`src/rtl/pipe_ctrl_pkg.sv`:
```
// Shared pipeline-control definitions for the RV32 core.
// Contents: sequencer state enum, major opcode constants and a load-use helper.
// Users: hazard_sequencer, the decode control unit and the iterative CTZ unit.
package pipe_ctrl_pkg;

   typedef enum logic {
      RUN     = 1'b0,
      MC_WAIT = 1'b1
   } seq_state_e;

   localparam logic [6:0] OP_R      = 7'b0110011;
   localparam logic [6:0] OP_I      = 7'b0010011;
   localparam logic [6:0] OP_LOAD   = 7'b0000011;
   localparam logic [6:0] OP_STORE  = 7'b0100011;
   localparam logic [6:0] OP_BRANCH = 7'b1100011;
   localparam logic [6:0] OP_JAL    = 7'b1101111;
   localparam logic [6:0] OP_JALR   = 7'b1100111;
   localparam logic [6:0] OP_CTZ    = 7'b1110011;

   // x0 is never a real dependency, so a load targeting it cannot stall.
   function automatic logic load_use_f(
      input logic       ex_mem_read,
      input logic [4:0] ex_rd,
      input logic [4:0] id_rs1,
      input logic [4:0] id_rs2,
      input logic       id_uses_rs1,
      input logic       id_uses_rs2
   );
      return ex_mem_read && (ex_rd != 5'd0) &&
             ((id_uses_rs1 && (ex_rd == id_rs1)) ||
              (id_uses_rs2 && (ex_rd == id_rs2)));
   endfunction

endpackage

```
`src/rtl/sat_counter.sv`:
```
// Saturating up-counter with synchronous clear.
// Ports: clk, reset (async, active high), inc (count enable),
//        clr (sync clear, wins over inc), q (count value).
module sat_counter #(
   parameter int W = 32
) (
   input  logic         clk,
   input  logic         reset,
   input  logic         inc,
   input  logic         clr,
   output logic [W-1:0] q
);

   logic [W-1:0] q_q;
   logic [W-1:0] q_d;

   always_comb begin
      q_d = q_q;
      if (clr) begin
         q_d = '0;
      end else if (inc && (q_q != {W{1'b1}})) begin
         q_d = q_q + W'(1);
      end
   end

   always_ff @(posedge clk or posedge reset) begin
      if (reset) begin
         q_q <= '0;
      end else begin
         q_q <= q_d;
      end
   end

   assign q = q_q;

endmodule

```
`src/rtl/hazard_sequencer.sv`:
```
// Pipeline hazard sequencer: stall/hold/flush strobes for PC, IF/ID, ID/EX
// and EX/MEM; start/done handshake with timeout for the multi-cycle CTZ op;
// saturating stall and flush performance counters.
// Inputs : clk, reset, ID source regs/uses, EX rd/load/multicycle/redirect,
//          mc_done, perf_clr.
// Outputs: pc_write, ifid_write, idex_write, ifid_flush, idex_flush,
//          exmem_flush, mc_start, mc_err, stall_cnt, flush_cnt.
//
// state   | meaning
// --------+-----------------------------------------------------------
// RUN     | normal flow; resolves CTZ start, redirect and load-use
// MC_WAIT | CTZ in flight; pipeline held, EX/MEM bubbled until done/timeout
module hazard_sequencer
   import pipe_ctrl_pkg::*;
#(
   parameter int MC_TIMEOUT = 64,
   parameter int TO_W       = 7,
   parameter int CNT_W      = 32
) (
   input  logic             clk,
   input  logic             reset,
   input  logic [4:0]       id_rs1,
   input  logic [4:0]       id_rs2,
   input  logic             id_uses_rs1,
   input  logic             id_uses_rs2,
   input  logic [4:0]       ex_rd,
   input  logic             ex_memRead,
   input  logic             ex_multicycle,
   input  logic             ex_redirect,
   input  logic             mc_done,
   input  logic             perf_clr,
   output logic             pc_write,
   output logic             ifid_write,
   output logic             idex_write,
   output logic             ifid_flush,
   output logic             idex_flush,
   output logic             exmem_flush,
   output logic             mc_start,
   output logic             mc_err,
   output logic [CNT_W-1:0] stall_cnt,
   output logic [CNT_W-1:0] flush_cnt
);

   localparam logic [TO_W-1:0] TO_LAST = TO_W'(MC_TIMEOUT - 1);

   seq_state_e      state_q, state_d;
   logic [TO_W-1:0] to_cnt_q, to_cnt_d;
   logic            mc_err_q, mc_err_d;
   logic            load_use;
   logic            stall_inc;
   logic            flush_inc;

   assign load_use = load_use_f(ex_memRead, ex_rd, id_rs1, id_rs2,
                                id_uses_rs1, id_uses_rs2);

   always_ff @(posedge clk or posedge reset) begin
      if (reset) begin
         state_q  <= RUN;
         to_cnt_q <= '0;
         mc_err_q <= 1'b0;
      end else begin
         state_q  <= state_d;
         to_cnt_q <= to_cnt_d;
         mc_err_q <= mc_err_d;
      end
   end

   always_comb begin
      state_d  = state_q;
      to_cnt_d = to_cnt_q;
      mc_err_d = mc_err_q;
      case (state_q)
         RUN: begin
            if (ex_multicycle) begin
               state_d  = MC_WAIT;
               to_cnt_d = '0;
            end
         end
         MC_WAIT: begin
            if (mc_done) begin
               state_d = RUN;
            end else if (to_cnt_q == TO_LAST) begin
               state_d  = RUN;
               mc_err_d = 1'b1;
            end else begin
               to_cnt_d = to_cnt_q + TO_W'(1);
            end
         end
         default: state_d = RUN;
      endcase
   end

   // Outputs are forced to their RUN/no-hazard values while reset is high so
   // an in-flight CTZ cannot re-issue mc_start during reset.
   always_comb begin
      pc_write    = 1'b1;
      ifid_write  = 1'b1;
      idex_write  = 1'b1;
      ifid_flush  = 1'b0;
      idex_flush  = 1'b0;
      exmem_flush = 1'b0;
      mc_start    = 1'b0;
      stall_inc   = 1'b0;
      flush_inc   = 1'b0;
      if (!reset) begin
         case (state_q)
            RUN: begin
               if (ex_multicycle) begin
                  mc_start    = 1'b1;
                  pc_write    = 1'b0;
                  ifid_write  = 1'b0;
                  idex_write  = 1'b0;
                  exmem_flush = 1'b1;
               end else if (ex_redirect) begin
                  ifid_flush = 1'b1;
                  idex_flush = 1'b1;
                  flush_inc  = 1'b1;
               end else if (load_use) begin
                  pc_write   = 1'b0;
                  ifid_write = 1'b0;
                  idex_flush = 1'b1;
                  stall_inc  = 1'b1;
               end
            end
            MC_WAIT: begin
               // Done and timeout cycles release the pipeline with defaults.
               if (!mc_done && (to_cnt_q != TO_LAST)) begin
                  pc_write    = 1'b0;
                  ifid_write  = 1'b0;
                  idex_write  = 1'b0;
                  exmem_flush = 1'b1;
                  stall_inc   = 1'b1;
               end
            end
            default: ;
         endcase
      end
   end

   assign mc_err = mc_err_q;

   sat_counter #(.W(CNT_W)) u_stall_cnt (
      .clk   (clk),
      .reset (reset),
      .inc   (stall_inc),
      .clr   (perf_clr),
      .q     (stall_cnt)
   );

   sat_counter #(.W(CNT_W)) u_flush_cnt (
      .clk   (clk),
      .reset (reset),
      .inc   (flush_inc),
      .clr   (perf_clr),
      .q     (flush_cnt)
   );

endmodule

```
`config.mk`:
```
export PLATFORM = sky130hd
export DESIGN_NAME = hazard_sequencer
export DESIGN_NICKNAME = d
export VERILOG_FILES = /design/src/rtl/pipe_ctrl_pkg.sv /design/src/rtl/sat_counter.sv /design/src/rtl/hazard_sequencer.sv
export SDC_FILE = /design/constraint.sdc
export NUM_CORES = 1
export LEC_CHECK = 0
export BUFFER_PORTS_ARGS = -buffer_cell sky130_fd_sc_hd__buf_2
export CAP_MARGIN = 30
export CELL_PAD_IN_SITES_DETAIL_PLACEMENT = 1
export CELL_PAD_IN_SITES_GLOBAL_PLACEMENT = 2
export CORE_MARGIN = 10
export CORE_UTILIZATION = 33
export DETAILED_ROUTE_END_ITERATION = 6
export PLACE_DENSITY_LB_ADDON = 0.1
export SYNTH_ARGS = -nofsm -noshare
export SYNTH_HDL_FRONTEND = slang
export SYNTH_SLANG_ARGS = --single-unit
```
`constraint.sdc`:
```
create_clock -name clk -period 2.5 [get_ports clk]
set_input_delay 0.125 -clock clk [delete_from_list [all_inputs] [get_ports clk]]
set_output_delay 0.125 -clock clk [all_outputs]
set_load 0.005 [all_outputs]
```
# ---- Word level (Yosys, flattened, before mapping)
# Index checks and enable logic that the tools add are counted.
dict set report word_totals {
  ff_bits 73
  input_bits 24
  out_inout_bits 72
  word_cells 72
}
dict set report classes {
  addsub 3
  n_eq_ne 9
  n_mux 39
  bitwise_logic 2
  reduce_logical 14
}
# operator n
set ops {}
lappend ops {{$mux W32} 4}
lappend ops {{$add A32 B1 Y32 const B} 2}
lappend ops {{$ne A32 B32 Y1 const B} 2}
lappend ops {{$mux W1} 26}
lappend ops {{$mux W7} 3}
lappend ops {{$pmux W7 S2} 1}
lappend ops {{$eq A5 B5 Y1} 2}
lappend ops {{$pmux W1 S2} 5}
lappend ops {{$add A7 B1 Y7 const B} 1}
lappend ops {{$eq A7 B6 Y1 const B} 1}
lappend ops {{$logic_and A1 B1 Y1} 7}
lappend ops {{$ne A7 B6 Y1 const B} 1}
lappend ops {{$ne A2 B2 Y1 const B} 3}
lappend ops {{$reduce_and A3 Y1} 2}
lappend ops {{$reduce_bool A5 Y1} 1}
lappend ops {{$reduce_bool A2 Y1} 2}
lappend ops {{$not A1 Y1} 2}
lappend ops {{$logic_not A1 Y1} 1}
lappend ops {{$logic_or A1 B1 Y1} 1}

# ---- Logic depth before layout (Yosys ltp)
dict set report logic_depth {
  word_depth 12
  depth_mapped 9
  ltp_nobuf 8
}

# ---- Hierarchy
# From an unflattened synthesis, not the netlist that was laid out.
dict set report unflattened {
  cells_unflattened 443
  hier_area_um2 4141.5
}
# mod n_inst cells_each area_per_inst_um2 seq_area_each_um2
set by_module_without_submodules {}
lappend by_module_without_submodules {sat_counter 2 186 1740.4 800.8}
lappend by_module_without_submodules {hazard_sequencer 1 71 660.6 225.2}

# ---- Least setup slack after synthesis
# Ideal clock, no wire load.
dict set report synth_path {
  path_type {input to output}
  from {input reset}
  to {output exmem_flush}
  arrival_ps 2035
  required_ps 2375
  setup_slack_ps 340
  cell_stages 3
  n_path_buf 0
  cell_sequence {inv_1 -> nand2_1 -> inv_1}
}
dict set report synth_between {
  elab_chain_cells 1
}
# element line_no
set synth_lines {}
lappend synth_lines {{start, declared} hazard_sequencer.sv:21} ;# input logic reset,
lappend synth_lines {{$mux W1} hazard_sequencer.sv:105} ;# if (!reset) begin
lappend synth_lines {{end, declared} hazard_sequencer.sv:37} ;# output logic exmem_flush,
# Every way passes these cells.

# ---- Worst setup path after layout
dict set report layout_path {
  from {register u_stall_cnt.q_q[0] (netlist: u_stall_cnt.q[0])}
  to {register u_stall_cnt.q_q[24] (netlist: u_stall_cnt.q[24])}
}
dict set report layout_between {
  elab_chain_cells 3
  elab_cells_between_ends 6
  classes_between {add/sub (1); eq/ne (1); mux (2); reduce/logical (2)}
}
# element line_no
set layout_lines {}
lappend layout_lines {{start, declared} sat_counter.sv:14} ;# logic [W-1:0] q_q;
lappend layout_lines {{start signal, assigned} sat_counter.sv:30} ;# q_q <= q_d;
lappend layout_lines {{$add A32 B1 Y32 / $ne A32 B32 Y1 (equally long branches)} {sat_counter.sv:22, sat_counter.sv:21}}
lappend layout_lines {{$mux W32 / $logic_and A1 B1 Y1 (equally long branches)} sat_counter.sv:21} ;# end else if (inc && (q_q != {W{1'b1}})) begin
lappend layout_lines {{$mux W32 / $reduce_bool A2 Y1 (equally long branches)} n/a}
# Parallel ways exist; a longest one is shown, timed or not. The select of a mux whose other input is x is not followed.
# A chain may end at the register's enable or synchronous reset.

==> impl_results.md <==
* Post-synth top area share at 44.1%
* RePlAce Congestion at 0.807
* Yosys warns at 0
* Leading area contributor after synthesis: dfrtp_1
* Clock buffer depth at 2
* CP max FO at 9
* Finished Layout Cells at 731
* CP Data Required Time at 2.76 ns
* Post-route clock skew at 0.00954 ns
* DRC at 0
* Crit Path Class: reg -> reg
* Final wirelength at 12,200 um
* Post-Syn Instances at 449
* Die X at 132 um
* Detailed Routing Iterations Pass 1 at 4
* Clk pin slew, worst setup/hold paths at 0.06 ns
* Synthesis-to-layout area growth at 27.2%
* Post-synth cell types at 52
* Combinational group share of total power at 7.3%
* Nets at 585
* Via/cell ratio at 5.16
* RSZ-0062 raised after global routing: false
* Power Internal at 2.31 mW
* Register bit total from synthesis at 73
* FP Rows at 40
* Leak pwr at 2.36 nW
* Resized cells post-CTS at 0
* Setup Viol. Count Final at 0
* Wirelength per Cell at 16.7 um
* Maximum vdd drop at 0.306 mV
* CP arrival at 2.54 ns
* CORE AREA at 0.0122 mm^2
* Flop pwr share at 40.8%
* Worst hold start: ex_multicycle
* Initial Util at 34.0%
* Max cap viols at 0
* WHS at 0.159 ns
* Fin. Hold Viols at 0
* R2R setup slack at 0.22 ns
* Vias in the first global route at 4,020
* Slew Limit Fails at 0
* CTS tree: done
* Slew margin rel. at 62.0%
* ANT nets after route at 0
* Number of diodes at 0
* Total CTS buffers at 9
* Worst Hold Class: in -> reg
* Sw frac at 22.4%
* Top Ports at 96
* Crit start category: flip-flop
* Hold-fix buffers at CTS at 1
* Tmin final at 2.28 ns
* PD cells at 566 mW/mm^2
* Worst Hold End: to_cnt_q[4]
* Largest net degree at the start of global routing at 58
* Number of post-CTS setup repair buffers at 0
* R2R depth at 7
* Synth top area cells: dfrtp_1, xnor2_1, xor2_1
* Gr usage total at 14.2%
* Final Cycle Share at 91.2%
* PortBufs at 95
* NetSw at 0.668 mW
* Crit end category: flip-flop
* Clock share of power at 51.9%
* Setup_tns at 0 ns
* Initial drt markers at 165
* Syn avg cell area at 9.22 um^2
* First-pass GRT wire length at 20,700 um
* Seq/Total Area, Yosys at 44.1%
* Fmax at 439 MHz
* Mapped Nets at 476
* Clock sink count at 73
* Vias after detailed routing at 3,772
* Slew @ Worst Pin at 0.569 ns
* Die ar. at 0.0174 mm^2
* WHS Path Cells at 4
* DP HPWL at 9070 um
* Die H at 132 um
* H-tree depth at 3
* FF-to-FF End: u_stall_cnt.q[24]
* Clock tree root driver cell: clkbuf_16
* Antenna violations before repair at 0
* Synth Cell Area at 0.00414 mm^2
* Most used DFF post-synth: dfrtp_1
* Placed cells at 714
* Outcome: complete, no violations
* Number of synthesized flops with an enable pin at 0
* GR Overflow Total at 0
* Crit Reg-Reg Startpoint: u_stall_cnt.q[0]
* Worst skew pair latency at 0.34 ns
* Asr flop ratio synth at 100%
* Share of cells above drive strength 1 at 26.1%
==> cell families after synthesis <==
family | Yosys count | share of synthesized area, %
buffers and inverters | 26 | 2.90
adders and majority gates | 3 | 0.907
and+or+nand+nor | 225 | 30.2
xor gates and xnor gates | 46 | 9.73
muxes | 3 | 0.786
AOI/OAI and AO/OA | 73 | 11.4
DFF | 73 | 44.1
==> power by group through the flow <==
stage / registers, mW / clock network, mW / logic [mW]
5_1_grt: 1.22 / 1.65 / 0.247
6_report: 1.22 / 1.55 / 0.218
4_1_cts: 1.22 / 1.59 / 0.227
3_5_place_dp: 1.24 / 0 / 0.221
2_1_floorplan: 1.23 / 0 / 0.132
3_3_place_gp: 1.23 / 0 / 0.219
==> sequential cells by signal, indices dropped and copies added (netlist names) <==
signal,cells
to_cnt_q,7
u_flush_cnt.q,32
mc_err,1
u_stall_cnt.q,32
state_q,1
==> routing by layer <==
metal / track usage (%) / routed length [um] / vias to the layer above / part of all wire [%]
met2: 23.5 / 6010 / 50 / 49
met3: 4.46 / 527 / 8 / 4.3
met1: 17.4 / 5510 / 1874 / 45
met5: 0 / 0 / - / 0
met4: 4.20 / 129 / 0 / 1.1
li1: - / - / 1840 / -
==> through the flow <==
stage / util, % / cell area [um^2] / worst slack (ns) / power [mW]
finish: 43.3 / 5270 / 0.220 / 2.98
global route: 43.3 / 5270 / 0.0139 / 3.11
CTS: 43.3 / 5270 / 0.194 / 3.03
detailed placement: 40.3 / 4900 / 0.220 / 1.46
global placement: 40.3 / 4900 / 0.284 / 1.45
floorplan: - / 4140 / 0.340 / 1.36
==> worst max-delay path by stage <==
stage | to | slack (ns) | from
after global placement | u_stall_cnt.q[24] | 0.28 | u_stall_cnt.q[0]
after CTS | u_stall_cnt.q[24] | 0.19 | u_stall_cnt.q[0]
after global routing | u_flush_cnt.q[26] | 0.01 | state_q
final | u_stall_cnt.q[24] | 0.22 | u_stall_cnt.q[0]
after detailed placement | u_stall_cnt.q[24] | 0.22 | u_stall_cnt.q[0]
after floorplan | exmem_flush | 0.34 | reset
==> cells in the mapped netlist (3+ instances only) <==
cell type   n
or3_1      18
ha_1        3
and3_1     11
nand4_1    25
nor3_1     14
nor2_1     48
nand3_1    28
o21ai_0    22
and2_1      4
xnor2_1    25
nor4_1      5
nor2b_1     4
dfrtp_1    73
inv_1      11
a21oi_1    27
o31ai_1     8
clkbuf_1    8
buf_2       3
or4_1       9
xor2_1     21
nand2_1    35
and4_1      4
==> critical path: stages (launching register included) <==
cell and delay, ns:
dfrtp_1 0.36, ha_1 0.25, nand4_4 0.19, or3_4 0.47, a211oi_4 0.26, nand3_2 0.17, or3_1 0.37, a21oi_1 0.14
==> layout by cell type (no fill, tap or decap), drive strengths merged, types with 3 or more instances in the layout <==
cell type	netlist	final
or4	9	9
nand2	35	35
nor2	48	48
nor3	15	15
bufinv	0	3
xor2	21	21
o31ai	8	8
inv	12	12
nand3	30	30
o21ai	23	23
buf	6	111
and2	4	4
and3	11	11
nand4	28	28
nor2b	4	4
dfrtp	73	73
xnor2	25	25
a21oi	27	27
or3	19	19
nor4	8	8
clkbuf	8	12
ha	3	3
and4	4	4
==> cell type report <==
class / instances / area [um^2]
Fill cell: 1453 / 6900
Multi-Input combinational cell: 350 / 2200
Sequential cell: 73 / 1830
Timing Repair Buffer: 112 / 631
Clock buffer: 12 / 256
Tap cell: 168 / 210
Clock inverter: 4 / 98.8
Inverter: 12 / 45.0
Power figures use the tool's default switching activity.
